<file path="config.mk">
export PLATFORM = sky130hd
export DESIGN_NAME = page_program_buffer
export DESIGN_NICKNAME = d
export VERILOG_FILES = /design/src/rtl/page_program_buffer.sv
export SDC_FILE = /design/constraint.sdc
export NUM_CORES = 1
export LEC_CHECK = 0
export CAP_MARGIN = 20
export CORE_MARGIN = 4
export CORE_UTILIZATION = 45
export CTS_BUF_LIST = sky130_fd_sc_hd__clkbuf_16
export CTS_CLUSTER_SIZE = 24
export DETAILED_ROUTE_END_ITERATION = 10
export GPL_ROUTABILITY_DRIVEN = 0
export GPL_TIMING_DRIVEN = 0
export PLACE_DENSITY_LB_ADDON = 0.05
export SETUP_SLACK_MARGIN = 0.2
export SLEW_MARGIN = 40
export SYNTH_ARGS = -nofsm -noshare
export SYNTH_HDL_FRONTEND = slang
export SYNTH_SLANG_ARGS = --single-unit
</file>
<file path="constraint.sdc">
create_clock -name sck -period 2.3 [get_ports sck]
set_input_delay 0.23 -clock sck [delete_from_list [all_inputs] [get_ports sck]]
set_output_delay 0.23 -clock sck [all_outputs]
set_load 0.03 [all_outputs]
</file>
<file path="src/rtl/page_program_buffer.sv">
// page_program_buffer: packs page-program bytes into 16-byte masked writes with page wrap and req/ack handoff.
module page_program_buffer #(
  parameter int PAGE_BITS = 8,
  parameter int ADDR_W = 18
) (
  input  logic              sck,
  input  logic              rst,
  input  logic              prog_start,
  input  logic [31:0]       addr,
  input  logic              byte_valid,
  input  logic [7:0]        byte_in,
  input  logic              prog_end,
  input  logic              mem_wr_ack,
  output logic              mem_wr_req,
  output logic [ADDR_W-1:0] mem_wr_addr,
  output logic [127:0]      mem_wr_data,
  output logic [15:0]       mem_wr_mask,
  output logic              busy,
  output logic              overflow,
  output logic              done
);
  localparam int PB_W = ADDR_W + 4 - PAGE_BITS;
  typedef enum logic [1:0] {IDLE, COLLECT, DRAIN} state_t;
  state_t state, state_next;
  logic [PB_W-1:0] page_base;
  logic [PAGE_BITS-1:0] byte_ptr;
  logic [127:0] cbuf, nbuf;
  logic [15:0] cmask, nmask;
  logic [ADDR_W-1:0] caddr, cur_addr, hand_addr;
  logic hold_pending, accept, full_now, handoff, start, unused;
  assign unused = ^addr[31:ADDR_W+4];
  assign start = state == IDLE && prog_start;
  assign cur_addr = {page_base, byte_ptr[PAGE_BITS-1:4]};
  assign accept = state == COLLECT && byte_valid && !hold_pending;
  assign full_now = accept && byte_ptr[3:0] == 4'hF;
  // A completed packet goes straight out if the write stage frees up this cycle; otherwise it parks in hold.
  assign handoff = (full_now || hold_pending || (state == DRAIN && cmask != 16'h0)) && (!mem_wr_req || mem_wr_ack);
  assign hand_addr = full_now ? cur_addr : caddr;
  always_comb begin
    nbuf = cbuf;
    nmask = cmask;
    if (accept) begin
      nbuf[{byte_ptr[3:0], 3'b000} +: 8] = byte_in;
      nmask[byte_ptr[3:0]] = 1'b1;
    end
  end
  always_comb begin
    done = state == DRAIN && cmask == 16'h0 && !mem_wr_req;
    busy = state != IDLE;
    state_next = start ? COLLECT :
                 (state == COLLECT && prog_end) ? DRAIN :
                 done ? IDLE : state;
  end
  always_ff @(posedge sck) begin
    if (rst) begin
      state <= IDLE;
      page_base <= '0;
      byte_ptr <= '0;
      cbuf <= '1;
      cmask <= '0;
      caddr <= '0;
      hold_pending <= 1'b0;
      overflow <= 1'b0;
      mem_wr_req <= 1'b0;
      mem_wr_addr <= '0;
      mem_wr_data <= '1;
      mem_wr_mask <= '0;
    end else begin
      state <= state_next;
      if (start) begin
        page_base <= addr[ADDR_W+3:PAGE_BITS];
        byte_ptr <= addr[PAGE_BITS-1:0];
        overflow <= 1'b0;
      end
      if (accept) begin
        byte_ptr <= byte_ptr + 1'b1;
        caddr <= cur_addr;
      end
      if (state == COLLECT && byte_valid && hold_pending) overflow <= 1'b1;
      if (handoff) begin
        mem_wr_req <= 1'b1;
        mem_wr_addr <= hand_addr;
        mem_wr_data <= nbuf;
        mem_wr_mask <= nmask;
      end else if (mem_wr_ack) mem_wr_req <= 1'b0;
      if (handoff || start) begin
        cbuf <= '1;
        cmask <= '0;
        hold_pending <= 1'b0;
      end else begin
        cbuf <= nbuf;
        cmask <= nmask;
        if (full_now) hold_pending <= 1'b1;
      end
    end
  end
endmodule

</file>
==> metrics <==
Chip Height 177 um; final std cell area, no fill 0.0190 mm2; root buffer cell clkbuf_16; Initial Util 45.9%; fin nets 1711; yosys warns 0; TritonCTS clock tree yes; Syn Nets 1404; grt ovf 0; Ports 212; switching power 3.08 mW; largest family of logic cells by synthesized area simple AND/OR/NAND/NOR gates; sequential cell area 0.00703 mm2; Vias/cell 5.34; post-route ant nets 0; initial antenna violation count 1; Synth async-reset ratio 0%; CTS max path bufs 3; clock slew at reported path FFs 0.06 ns; GRT Total Usage 23.9%; worst endpoint data arrival time 2.63 ns; drt pass-1 iters 5; Die Wd 177 um; CP required 2.70 ns; routed length per instance 19.6 um; class of the worst hold path primary input to flop; Synth Area in Compound Gates 10.7%; Setup CP Type flop to flop; final core utilization 68.1%; status completed; clock sink count 351; dominant synthesized flop cell dfxtp_1; Gate Count Post-Synth 1353; most common cell after layout, fill and taps aside dfxtp_1; first-pass GRT wire length 59200 um; Max Fclk 449 MHz; vias in the first global route 10600; EDFF count, synth 0; port bufs 201; CTS hold repair buffers 0; post-synthesis mux area share 11.5%; post-synthesis sequential area ratio 54.8%; fin crit period 2.23 ns; final setup vio count 0; leakage 7.02 nW; DR vias 11000; Worst setup EP type flop; Power Density 698 mW/mm2; startpoint class of the critical path flop; initial drt markers 541; largest net degree at the start of global routing 16; unrepaired setup endpoints after global routing yes; syn_area_per_cell 9.49 um2; Worst-Skew Late Latency 0.52 ns; synthesized area 0.0128 mm2; area of the multi-input gates 0.00639 mm2; Synth Area in XOR/XNOR 0.390%; filler cell count 2215; Area growth syn-to-layout 48.3%; Sw Ratio 23.2%; fin. max-slew vios 0; Synth cell types 47; Fin. Hold Viols 0; Die ar. 0.0313 mm2; simple-gate portion of the synthesized area 18.4%; Internal 10.2 mW; Max Cap Viol 0; DP Wirelength 26100 um; Rel. slew slack 32.3%; Slew @ Worst Pin 1.02 ns; sequential share of power 46.4%; H-tree levels 2; final WL 40400 um; placed inst area 0.0154 mm2; Clk network pwr share 45.1%; TritonCTS Buffers 36; Comb power frac 8.5%; setup_tns 0 ns; residual DRC count 0; floorplan core area 0.0279 mm2; total chip power 13.3 mW; Synth Register Bits 351; commonest non-fill, non-tap cells in the layout 347 x dfxtp_1, 200 x clkdlybuf4s50_1, 196 x nand2_1, 159 x a21oi_1, 115 x nor3_1; Crit Path Max Fanout 8; Setup Skew 0.0131 ns; share of layout cells above drive strength 1 21.6%; row count 61; Synth Area in Adders 0.487%; period utilization 96.9%; maximum vdd ir drop 0.476 mV
==> Yosys cell counts, drive strengths merged (5+ instances only) <==
cell type,number,area (um2)
a211oi,36,283
nor2,68,278
nand2,199,749
nor3,136,737
buf,52,263
inv,5,18.8
o21ai,6,30.0
nand4,9,81.3
nor4,5,31.3
nor2b,6,37.5
dfxtp,351,7030
or2,6,37.5
a31oi,17,106
clkbuf,55,206
a21oi,177,890
ha,5,62.6
nor3b,8,60.1
and2,34,213
mux2i,147,1470
==> layout make-up <==
class | count | share of cell area (%)
antenna | 1 | 0.0131
buffer | 106 | 4.56
clock buffer | 39 | 5.13
clock inverter | 24 | 1.26
inverter | 5 | 0.151
multi-input combinational | 890 | 33.6
sequential | 351 | 37.0
tap | 378 | 2.49
timing repair buffer | 270 | 15.9
==> logic make-up (layout without fill, tap and decap cells) <==
kind of cell    Yosys count  after routing
mux                     147            147
compound gates          244            244
buf+inv                 112            444
flops                   351            351
fa+ha+maj                 5              5
xor+xnor                  4              4
simple gates            490            490
other cells               0              1
==> worst paths after layout <==
check,from,to,slack (ns),cells after the start
setup / recovery,byte_ptr[0],cbuf[20],0.07,10
hold / removal,addr[13],page_base[5],0.27,3
setup reg to reg,byte_ptr[0],cbuf[20],0.07,10
hold reg to reg,caddr[1],caddr[1],0.45,2
==> flip-flops by register name, indices dropped and copies added (netlist names) <==
name / flops
cbuf: 128
mem_wr_data: 128
caddr: 18
mem_wr_addr: 18
cmask: 16
mem_wr_mask: 16
page_base: 14
byte_ptr: 8
state: 2
hold_pending: 1
mem_wr_req: 1
overflow: 1
==> routing by layer <==
layer / vias to the layer above / global-route usage (%) / share of wire, %
li1: 5320 / - / -
met1: 5308 / 31.1 / 43
met2: 328 / 40.4 / 49
met3: 74 / 4.96 / 5.5
met4: 0 / 6.67 / 2.6
met5: - / 0 / 0
==> timing repair <==
item                       CTS  global route
setup buffers               28            21
gates resized for setup    156           210
setup endpoints to repair  321           305
pin swaps                   30            30
cloned                       3            16
==> stage by stage <==
step | setup WS (ns) | hold WS [ns] | std cells
5_1_grt | 0.0102 | 0.268 | 2063
4_1_cts | 0.129 | 0.255 | 2026
3_5_place_dp | -0.698 | 0.445 | 1933
2_1_floorplan | 0.207 | 0.366 | 1353
3_3_place_gp | -0.636 | 0.441 | 1932
6_report | 0.0723 | 0.269 | 2064
==> power groups by stage <==
stage	registers, mW	logic [mW]	clock network, mW
2_1_floorplan	6.29	0.500	0
3_3_place_gp	6.29	0.783	0
3_5_place_dp	6.29	0.792	0
4_1_cts	6.16	0.950	6.06
5_1_grt	6.16	1.19	6.35
6_report	6.16	1.13	5.99
==> worst max-delay path, stage by stage (launching register included) <==
cell      delay (ns)
dfxtp_4         0.37
buf_6           0.11
clkinv_4        0.05
ha_4            0.15
buf_12          0.13
xnor2_4         0.22
nand4_1         0.30
nor2_4          0.22
buf_12          0.19
mux2i_4         0.26
nand2_1         0.09
Note: power is estimated with default switching activity, not from simulation.
